[config.mk]
export PLATFORM = sky130hd
export DESIGN_NAME = mem_responder_flat
export DESIGN_NICKNAME = d
export VERILOG_FILES = /design/src/rtl/mem_responder_if.sv /design/src/rtl/mem_responder.sv /design/src/flat_wrapper.sv
export SDC_FILE = /design/constraint.sdc
export NUM_CORES = 1
export LEC_CHECK = 0
export ABC_AREA = 1
export BUFFER_PORTS_ARGS = -buffer_cell sky130_fd_sc_hd__buf_4
export CAP_MARGIN = 5
export CORE_AREA = 2 2 153 155
export DETAILED_ROUTE_END_ITERATION = 10
export DIE_AREA = 0 0 155 157
export GPL_TIMING_DRIVEN = 0
export PLACE_DENSITY = 0.66
export SYNTH_ARGS = -nofsm -noshare
export SYNTH_HDL_FRONTEND = slang
export SYNTH_SLANG_ARGS = --single-unit
[constraint.sdc]
create_clock -name clk -period 2.52 [get_ports clk]
set_input_delay 0.252 -clock clk [delete_from_list [all_inputs] [get_ports clk]]
set_output_delay 0.252 -clock clk [all_outputs]
set_load 0.02 [all_outputs]
[src/rtl/mem_responder_if.sv]
// Protocol bundle between the test initiator (master) and mem_responder (slave).
// Parity signals exist only when MEM_PARITY_EN is defined.
interface mem_responder_if #(
    parameter int DATA_W = 8,
    parameter int ADDR_W = 5
);
    logic              read;
    logic              write;
    logic [ADDR_W-1:0] addr;
    logic [DATA_W-1:0] data_in;
    logic [DATA_W-1:0] data_out;
    logic              ready;
    logic              proto_err;
    logic [7:0]        err_cnt;
`ifdef MEM_PARITY_EN
    logic              par_inj;
    logic              parity_err;

    modport master (
        output read, write, addr, data_in, par_inj,
        input  data_out, ready, proto_err, err_cnt, parity_err
    );

    modport slave (
        input  read, write, addr, data_in, par_inj,
        output data_out, ready, proto_err, err_cnt, parity_err
    );
`else
    modport master (
        output read, write, addr, data_in,
        input  data_out, ready, proto_err, err_cnt
    );

    modport slave (
        input  read, write, addr, data_in,
        output data_out, ready, proto_err, err_cnt
    );
`endif
endinterface

[src/rtl/mem_responder.sv]
// 32x8 synchronous test memory with a post-reset clear sweep, registered reads and
// illegal-command counting. Define MEM_PARITY_EN to add a stored even-parity bit per word.
module mem_responder #(
    parameter int               DATA_W    = 8,
    parameter int               ADDR_W    = 5,
    parameter logic [DATA_W-1:0] CLEAR_VAL = 8'h00
) (
    input logic            clk,
    input logic            rst,
    mem_responder_if.slave bus
);
    localparam int DEPTH = 2 ** ADDR_W;
`ifdef MEM_PARITY_EN
    localparam int MEM_W = DATA_W + 1;
`else
    localparam int MEM_W = DATA_W;
`endif

    typedef enum logic {CLEAR, RUN} state_t;

    state_t            state;
    logic [ADDR_W-1:0] ptr;
    logic [MEM_W-1:0]  mem [DEPTH];
    logic [DATA_W-1:0] data_out_q;
    logic              ready_q;
    logic              proto_err_q;
    logic [7:0]        err_cnt_q;
    logic [MEM_W-1:0]  rd_word;
    logic [MEM_W-1:0]  clear_word;
    logic [MEM_W-1:0]  wr_word;

    assign rd_word = mem[bus.addr];

`ifdef MEM_PARITY_EN
    logic parity_err_q;

    assign clear_word     = {^CLEAR_VAL, CLEAR_VAL};
    assign wr_word        = {(^bus.data_in) ^ bus.par_inj, bus.data_in};
    assign bus.parity_err = parity_err_q;
`else
    assign clear_word = CLEAR_VAL;
    assign wr_word    = bus.data_in;
`endif

    assign bus.data_out  = data_out_q;
    assign bus.ready     = ready_q;
    assign bus.proto_err = proto_err_q;
    assign bus.err_cnt   = err_cnt_q;

    // Commands are only decoded once ready is visible, so the first RUN cycle just raises ready.
    always_ff @(posedge clk) begin
        if (rst) begin
            state       <= CLEAR;
            ptr         <= '0;
            data_out_q  <= '0;
            ready_q     <= 1'b0;
            proto_err_q <= 1'b0;
            err_cnt_q   <= 8'd0;
`ifdef MEM_PARITY_EN
            parity_err_q <= 1'b0;
`endif
        end else begin
            case (state)
                CLEAR: begin
                    mem[ptr] <= clear_word;
                    ptr      <= ptr + 1'b1;
                    if (ptr == ADDR_W'(DEPTH - 1)) begin
                        state <= RUN;
                    end
                end
                RUN: begin
                    if (!ready_q) begin
                        ready_q <= 1'b1;
                    end else if (bus.read && bus.write) begin
                        proto_err_q <= 1'b1;
                        if (err_cnt_q != 8'hFF) begin
                            err_cnt_q <= err_cnt_q + 8'd1;
                        end
                    end else if (bus.read) begin
                        data_out_q <= rd_word[DATA_W-1:0];
`ifdef MEM_PARITY_EN
                        parity_err_q <= ^rd_word;
`endif
                    end else if (bus.write) begin
                        mem[bus.addr] <= wr_word;
                    end
                end
                default: state <= CLEAR;
            endcase
        end
    end
endmodule
[src/flat_wrapper.sv]
// flat-port wrapper written by rule: the top's interface ports become plain ports
module mem_responder_flat 
#(
    parameter int               DATA_W    = 8,
    parameter int               ADDR_W    = 5,
    parameter logic [DATA_W-1:0] CLEAR_VAL = 8'h00
)
  (clk, rst, bus_read, bus_write, bus_addr, bus_data_in, bus_data_out, bus_ready, bus_proto_err, bus_err_cnt);
  mem_responder_if #(.DATA_W(DATA_W), .ADDR_W(ADDR_W)) bus_i ();
  input logic clk;
  input logic rst;
  input wire logic [$bits(bus_i.read)-1:0] bus_read;
  input wire logic [$bits(bus_i.write)-1:0] bus_write;
  input wire logic [$bits(bus_i.addr)-1:0] bus_addr;
  input wire logic [$bits(bus_i.data_in)-1:0] bus_data_in;
  output wire logic [$bits(bus_i.data_out)-1:0] bus_data_out;
  output wire logic [$bits(bus_i.ready)-1:0] bus_ready;
  output wire logic [$bits(bus_i.proto_err)-1:0] bus_proto_err;
  output wire logic [$bits(bus_i.err_cnt)-1:0] bus_err_cnt;
  assign bus_i.read = bus_read;
  assign bus_i.write = bus_write;
  assign bus_i.addr = bus_addr;
  assign bus_i.data_in = bus_data_in;
  assign bus_data_out = bus_i.data_out;
  assign bus_ready = bus_i.ready;
  assign bus_proto_err = bus_i.proto_err;
  assign bus_err_cnt = bus_i.err_cnt;
  mem_responder #(.DATA_W(DATA_W), .ADDR_W(ADDR_W), .CLEAR_VAL(CLEAR_VAL)) u_core (.clk(clk), .rst(rst), .bus(bus_i));
endmodule
======== After elaboration in Yosys (flattened, before gate mapping) ========
Memory sizes are Yosys's and may differ from the RTL's. A register that Yosys moved wholly into a read port is not among the register bits.
Index checks and enable logic that the tools add are counted.
Widths: inputs -> output; s select.
word-level totals
  flip-flop bits (word level) ............. 16
  memory bits (writable) .................. 256
  bits of input ports ..................... 17
  logic and storage cells ................. 31
  memories ................................ 1
operators by class
  add/sub/neg operators ................... 2
  equal/unequal tests ..................... 2
  muxes and demuxes ....................... 15
  bitwise logic cells ..................... 1
  reductions and logical operators ........ 5
memory list
  memory      depth  bits a word  read ports  clocked after Yosys merged registers in  write ports  RTL line             text
  u_core.mem  32     8            1           1                                        1            mem_responder.sv:23  logic [MEM_W-1:0] mem [DEPTH];
operators by type and width
  cell                 count
  $mux 1               13
  $add 8x1->8 const B  1
  $mux 8               1
  $ne 8x8->1 const B   1
  $reduce_and 4->1     2
  $reduce_or 8->1      1
  $add 5x1->5 const B  1
  $eq 5x5->1 const B   1
  $mux 5               1
  $reduce_and 3->1     1
  $logic_and 1x1->1    1
  $not 1->1            1

======== Depth between registers and ports, before layout ========
Gate-level depths: netlist of run 1.
  depth in word-level cells ............... 9
  gate-level depth with buffers ........... 11

======== Least setup slack after synthesis of run 1 ========
Ideal clock, no wire load.
  path kind ............................... register to register
  from .................................... register u_core.ready_q, in the netlist u_core.bus.ready
  to ...................................... memory u_core.mem[0][0] in the netlist's numbering (data pin)
  setup time .............................. 0.351 ns
  data arrival time ....................... 1.765 ns
  slack ................................... 0.404 ns
  stages on the path, launching flop included .. 6
  cells stage by stage .................... dfxtp_1 > nand2_1 > nor2_4 > nand3_4 > buf_6 > nor2_1
between the ends
  cells in the longest elaborated chain, start to end .. 6
ends and longest elaborated chain
  element                           RTL line             text
  start, declared                   mem_responder.sv:25  logic ready_q;
  start signal, assigned            mem_responder.sv:56  ready_q <= 1'b0;
  start signal, assigned            mem_responder.sv:73  ready_q <= 1'b1;
  $mux 1                            mem_responder.sv:72  if (!ready_q) begin
  $mux 1                            mem_responder.sv:63  case (state)
  $mux 1                            mem_responder.sv:52  if (rst) begin
  $mux 1 (implied by the code)      mem_responder.sv:85  mem[bus.addr] <= wr_word;
  $reduce_or 8->1 (no source line)  n/a
  $mux 8 (no source line)           n/a
  end, declared                     mem_responder.sv:23
No other way between the ends.

======== Worst setup path in the final report of run 1 ========
  from .................................... register u_core.ready_q, in the netlist u_core.bus.ready
  to ...................................... memory u_core.mem[13][4] in the netlist's numbering (enable)
between the ends
  cells in the longest elaborated chain, start to end .. 6
  elaborated cells on any way between the ends .. 7
  classes of those cells .................. 6 x mux; 1 x reduce/logical
ends and longest elaborated chain
  element                                            RTL line
  $mux 1 (*)                                         mem_responder.sv:72
  $mux 1 (*)                                         mem_responder.sv:63
  $mux 1 (*)                                         mem_responder.sv:52
  $mux 1 (implied by the code) (*)                   mem_responder.sv:85
  $reduce_or 8->1 (no source line)                   n/a
  $mux 5 (no source line) or $mux 1 (tied branches)  n/a
Every way passes the cells marked *; elsewhere a longest branch is shown, timed or not.

==> impl_metrics.json, run 1 <==
{
  "clk_path_buf_depth": 3,
  "synth_top_cell_by_area": "edfxtp_1",
  "dieArea_mm2": 0.0243,
  "wl_per_cell_um": 21.2,
  "cp_data_arrival_time_ps": 2760,
  "r2r_setup_slack_ps": -80,
  "grt_max_degree": 33,
  "synth.top_cell.area_share": 0.662,
  "grt-ovfl-total": 0,
  "syn_area_mm2": 0.0116,
  "portBuffers": 31,
  "cp.required_ps": 2680,
  "syn_area_per_cell_um2": 11.0,
  "hold_violations": 0,
  "crit_start": "u_core.bus.ready",
  "pre_cts_slack_ps": -147,
  "r2r_cells": 7,
  "cts.clk_slew.worst_paths_ps": 60,
  "relSlewSlack": 0.388,
  "cts_tree": "built",
  "fp-row-count": 55,
  "viasPerCell": 5.62,
  "synth.net_count": 1080,
  "totalWireLength_um": 30400,
  "outcome": "complete, but fails checks",
  "r2r_end": "u_core.mem[13][4]",
  "grt_pass1_vias": 7677,
  "area_growth_pct": 14.4,
  "place_hpwl_um": 20300,
  "ctsHoldBuffers": 0,
  "final_nets": 1146,
  "crit_type": "flop to flop",
  "finalCriticalPeriod_ps": 2600,
  "skew_ps": 7.28,
  "timing.hold.ws_ps": 58.4,
  "gp_congestion": 0.969,
  "crit_fanout": 10,
  "grt_use_total": 0.253,
  "start_kind": "flop",
  "drt_iter0_drc": 750,
  "cts.sinks": 280,
  "cts_root_buffer": "clkbuf_16",
  "fin_ws_ps": -81.5,
  "worstSkewPairLatency_ps": 540,
  "antenna_left": 0,
  "fin_util": 0.590,
  "end_kind": "flop",
  "synthCells": 1060,
  "post_cts_buffers": 0,
  "ys_ff_latch": 280,
  "first_pass_iters": 5,
  "cp-endpoint": "u_core.mem[13][4]",
  "drc": 0,
  "setup_viol": 32,
  "ios": 35,
  "violations": "setup timing",
  "fmax_mhz": 384,
  "max_slew.worst_pin.slew_ps": 916,
  "fp.coreArea_mm2": 0.0225,
  "layout_commonest_cell": "nand2_1",
  "dieHeight_um": 157,
  "hold_class": "primary input to flop",
  "drv_slew": 0,
  "r2r_start": "u_core.bus.ready",
  "ys_types": 28,
  "drive_above_1_share": 0.141,
  "antenna_cells": 0,
  "seq_area_frac_synth": 0.703,
  "fillerInstances": 1877,
  "synth_area_leaders": "edfxtp_1 (66%), nand2_1 (12%), nand3_1 (9.1%)",
  "power_density_mw_per_mm2": 725,
  "fin_crit_sh": 1.03,
  "cts_buffers": 29,
  "die_w_um": 155,
  "fin_area_mm2": 0.0133,
  "start_util": 0.516,
  "routed-via-count": 8054,
  "peakVddDrop_mv": 0.482,
  "antenna_found_initial": 0,
  "cts_max_level": 1,
  "grt_pass1_wl_um": 45200,
  "grt_setup_unrepaired": "true",
  "leakagePower_nw": 4.84,
  "drv_cap": 0,
  "final_cell_mix": "nand2_1 (356), edfxtp_1 (256), nand3_1 (211)",
  "synth_warnings": 0,
  "place_area_mm2": 0.0123
}
power breakdown:
part | internal (mW) | leakage, nW | total (mW) | switching [mW]
clock network | 2.29 | 0.428 | 3.99 | 1.70
registers | 5.03 | 2.15 | 5.04 | 0.00999
logic | 0.162 | 2.25 | 0.593 | 0.431
state kept, by name, summed over array words and instances (netlist names):
| name | count |
|---|---|
| u_core.ptr | 5 |
| u_core.bus.err_cnt | 8 |
| u_core.bus.ready | 1 |
| u_core.bus.proto_err | 1 |
| u_core.bus.data_out | 8 |
| u_core.state | 1 |
| u_core.mem | 256 |
per-stage QoR:
step                      TNS (ps)  total power, mW  std cells
final                        -1960             9.63       1432
after global routing        -11910             9.89       1432
after CTS                    -1750             9.63       1432
after detailed placement     -4930             5.71       1380
after global placement     -196430             5.70       1376
after floorplan                  0             5.50       1060
worst max-delay path, stage by stage, from the launching register on:
cell     delay (ps)
dfxtp_1         360
nand2_1         120
nor2_4          120
nand3_4         160
buf_6           220
o21ai_2         150
nand3_2         310
nor2_1          770
worst min path at each step:
| stage | from | depth (start not counted) | to | slack [ps] |
|---|---|---|---|---|
| final | rst | 4 | u_core.ptr[3] | 60 |
| after global routing | rst | 4 | u_core.ptr[4] | 70 |
| after CTS | rst | 4 | u_core.ptr[3] | 50 |
| after detailed placement | u_core.bus.proto_err | 2 | u_core.bus.proto_err | 470 |
| after global placement | u_core.bus.proto_err | 2 | u_core.bus.proto_err | 460 |
| after floorplan | rst | 3 | u_core.bus.data_out[7] | 440 |
cell type report:
cell class / instances / area, um2 / area share
flip-flops and latches: 280 / 8170 / 0.615
plain buffers: 57 / 279 / 0.0210
clock inverters: 19 / 139 / 0.0105
well taps: 285 / 357 / 0.0269
multi-input cells: 688 / 3150 / 0.237
inverters: 35 / 131 / 0.00989
clock buffers: 33 / 741 / 0.0558
repair buffers: 35 / 318 / 0.0239
cell usage after synthesis (all sizes together):
master and number:
clkbuf 10, nand3 216, a21oi 20, xor2 2, nor2 58, o21a 1
dfxtp 24, clkinv 1, ha 3, buf 47, nor3 6, nor4 1
nand2 358, o21ai 21, xnor2 2, edfxtp 256, inv 34
routing by layer:
layer	wire, um	up-vias	part of all wire	GRT usage
met5	0	-	0	0
met4	1030	0	0.034	0.0922
met3	2440	68	0.080	0.0551
met2	14300	326	0.47	0.413
met1	12600	3868	0.41	0.339
li1	-	3792	-	-
what timing repair did:
item | CTS | global route
pin swaps | 0 | 0
resized for setup | 7 | 20
setup endpoints to repair | 72 | 232
logic make-up after synthesis:
group                    after synthesis  synth area share
flip-flops                           280             0.703
AO/OA/AOI/OAI                         42            0.0196
adder cells (fa/ha/maj)                3           0.00323
XOR/XNOR                               4           0.00302
buffers and inverters                 92            0.0353
AND/OR/NAND/NOR                      639             0.235
Note: power is estimated with default switching activity, not from simulation.
==> run 2: changes to the inputs <==
--- a/config.mk
+++ b/config.mk
@@ -12,7 +12,7 @@
 export DETAILED_ROUTE_END_ITERATION = 10
 export DIE_AREA = 0 0 155 157
 export GPL_TIMING_DRIVEN = 0
-export PLACE_DENSITY = 0.66
+export PLACE_DENSITY = 0.68
 export SYNTH_ARGS = -nofsm -noshare
 export SYNTH_HDL_FRONTEND = slang
 export SYNTH_SLANG_ARGS = --single-unit
==> constraint.sdc (replaced) <==
create_clock -name clk -period 2.34 [get_ports clk]
set_input_delay 0.234 -clock clk [delete_from_list [all_inputs] [get_ports clk]]
set_output_delay 0.234 -clock clk [all_outputs]
set_load 0.02 [all_outputs]
==> run 2 against run 1 <==
Compared with the run above:
- the run now ends clean
- global-route usage fell by 0.12 points
- fmax up 18%
- via count up 3.5%
- die area stayed put
- setup slack improved by 210 ps
==> impl_metrics.json, run 2 (same netlist as run 1, synthesis figures left out) <==
{
  "drv_slew": 0,
  "power.total_mw": 10.5,
  "grt_pass1_wl_um": 45300,
  "worstSkewPairLatency_ps": 560,
  "place_hpwl_um": 20100,
  "area_growth_pct": 21.3,
  "crit_family": "simple AND/OR/NAND/NOR gates",
  "slowest_stage": "dfxtp_1",
  "peakVddDrop_mv": 0.575,
  "swShare": 0.227,
  "grt_use_total": 0.252,
  "cts.clk_slew.worst_paths_ps": 60,
  "power_density_mw_per_mm2": 747,
  "antenna_found_initial": 0,
  "dp_cells": 1379,
  "portBuffers": 31,
  "drive_above_1_share": 0.183,
  "outcome": "completed",
  "fin_util": 0.626,
  "cts_root_buffer": "clkbuf_16",
  "cts_tree": "built",
  "fin_area_mm2": 0.0141,
  "grt_pass1_vias": 7602,
  "antenna_cells": 0,
  "fp.coreArea_mm2": 0.0225,
  "r2r_cells": 9,
  "start_kind": "flop",
  "cts.sinks": 280,
  "fmax_mhz": 452,
  "pre_cts_slack_ps": -345,
  "drt_iter0_drc": 944,
  "crit_type": "flop to flop",
  "place_area_mm2": 0.0123,
  "grt_max_degree": 33,
  "viasPerCell": 5.68,
  "grt_setup_unrepaired": "true",
  "fin_setup_tns_ps": 0,
  "hold_depth": 4,
  "wl_per_cell_um": 21.2,
  "grt-ovfl-total": 0,
  "relSlewSlack": 0.383,
  "combPwrFrac": 0.068,
  "dieArea_mm2": 0.0243,
  "drv_cap": 0,
  "fin_crit_sh": 0.944,
  "fin_ws_ps": 130,
  "r2r_start": "u_core.bus.ready",
  "r2r_setup_slack_ps": 130,
  "end_kind": "flop",
  "largest_register_ff_count": 256,
  "max_slew.worst_pin.slew_ps": 923,
  "clk_path_buf_depth": 3,
  "totalWireLength_um": 31000,
  "cts_buffers": 29,
  "final_nets": 1179,
  "clkPwrFrac": 0.417,
  "seqPwrFrac": 0.516,
  "p_int_mw": 8.13,
  "hold_violations": 0,
  "cp_cell_sequence": "nand2_1 > nor2_4 > nand3_4 > o21ai_2 > inv_1 > nor2_1 > nand2_1 > nor2_4 > buf_12",
  "largest_register": "u_core.mem",
  "timing.hold.ws_ps": 25.1,
  "setup_viol": 0,
  "crit_fanout": 10,
  "hold_path_startpoint": "rst",
  "slowest_delay_ps": 370,
  "antenna_left": 0,
  "die_w_um": 155,
  "drc": 0,
  "leakagePower_nw": 5.12,
  "hold_class": "primary input to flop",
  "finalCriticalPeriod_ps": 2210,
  "skew_ps": 17.5,
  "routed-via-count": 8339,
  "gp_congestion": 0.938,
  "instances_no_fill": 1467,
  "r2r_end": "u_core.mem[14][0]",
  "final_cell_mix": "nand2_1 (352), edfxtp_1 (256), nand3_1 (211)",
  "cts_max_level": 1,
  "first_pass_iters": 5,
  "cp.required_ps": 2600,
  "cp_num_buf_inv": 2,
  "fp-row-count": 55,
  "dieHeight_um": 157,
  "start_util": 0.516,
  "holdPathEnd": "u_core.ptr[3]",
  "layout_commonest_cell": "nand2_1",
  "ios": 35,
  "p_sw_mw": 2.39,
  "cp_data_arrival_time_ps": 2470
}
==> run 2: final cells by class <==
cell class	instances	area [um2]
clock inverters	14	104
repair buffers	68	873
fillers	1712	8420
clock buffers	40	801
flip-flops and latches	280	8170
well taps	285	357
multi-input cells	688	3370
plain buffers	57	279
inverters	35	131
==> run 2: worst register-to-register path: cells and delay by family, from the launching register on <==
| kind | cells | cell delay, ps |
|---|---|---|
| compound gates | 1 | 250 |
| buf+inv | 2 | 240 |
| flops | 1 | 370 |
| simple gates | 6 | 1060 |
==> run 2: power groups by stage <==
stage,Clock (mW),Sequential [mW],Combinational (mW)
2_1_floorplan,0,5.53,0.388
3_3_place_gp,0,5.53,0.597
3_5_place_dp,0,5.53,0.608
4_1_cts,4.41,5.43,0.622
5_1_grt,4.60,5.43,0.760
6_report,4.38,5.43,0.710
==> run 2: worst max-delay path by stage <==
stage | from | end | slack (ps) | depth (start not counted)
6_report | u_core.bus.ready | u_core.mem[14][0] | 130 | 9
5_1_grt | u_core.bus.ready | u_core.mem[14][0] | -40 | 9
4_1_cts | u_core.bus.ready | u_core.mem[27][0] | -200 | 7
3_5_place_dp | u_core.bus.ready | u_core.mem[24][6] | -350 | 7
3_3_place_gp | u_core.bus.ready | u_core.mem[20][4] | -1170 | 5
2_1_floorplan | u_core.bus.ready | u_core.mem[0][0] | 220 | 5
==> run 2: metal layers <==
| metal | routed length [um] | track usage |
|---|---|---|
| met1 | 12200 | 0.355 |
| met3 | 3000 | 0.0407 |
| met5 | 0 | 0 |
| met4 | 1160 | 0.0966 |
| met2 | 14600 | 0.399 |
==> run 2: what timing repair did <==
item	CTS	global route
resized for setup	26	49
endpoints found under the setup margin	256	254
hold buffers	1	0
setup buffers	0	33
hold endpoints to repair	1	0
pin swaps	1	27
cloned	0	0
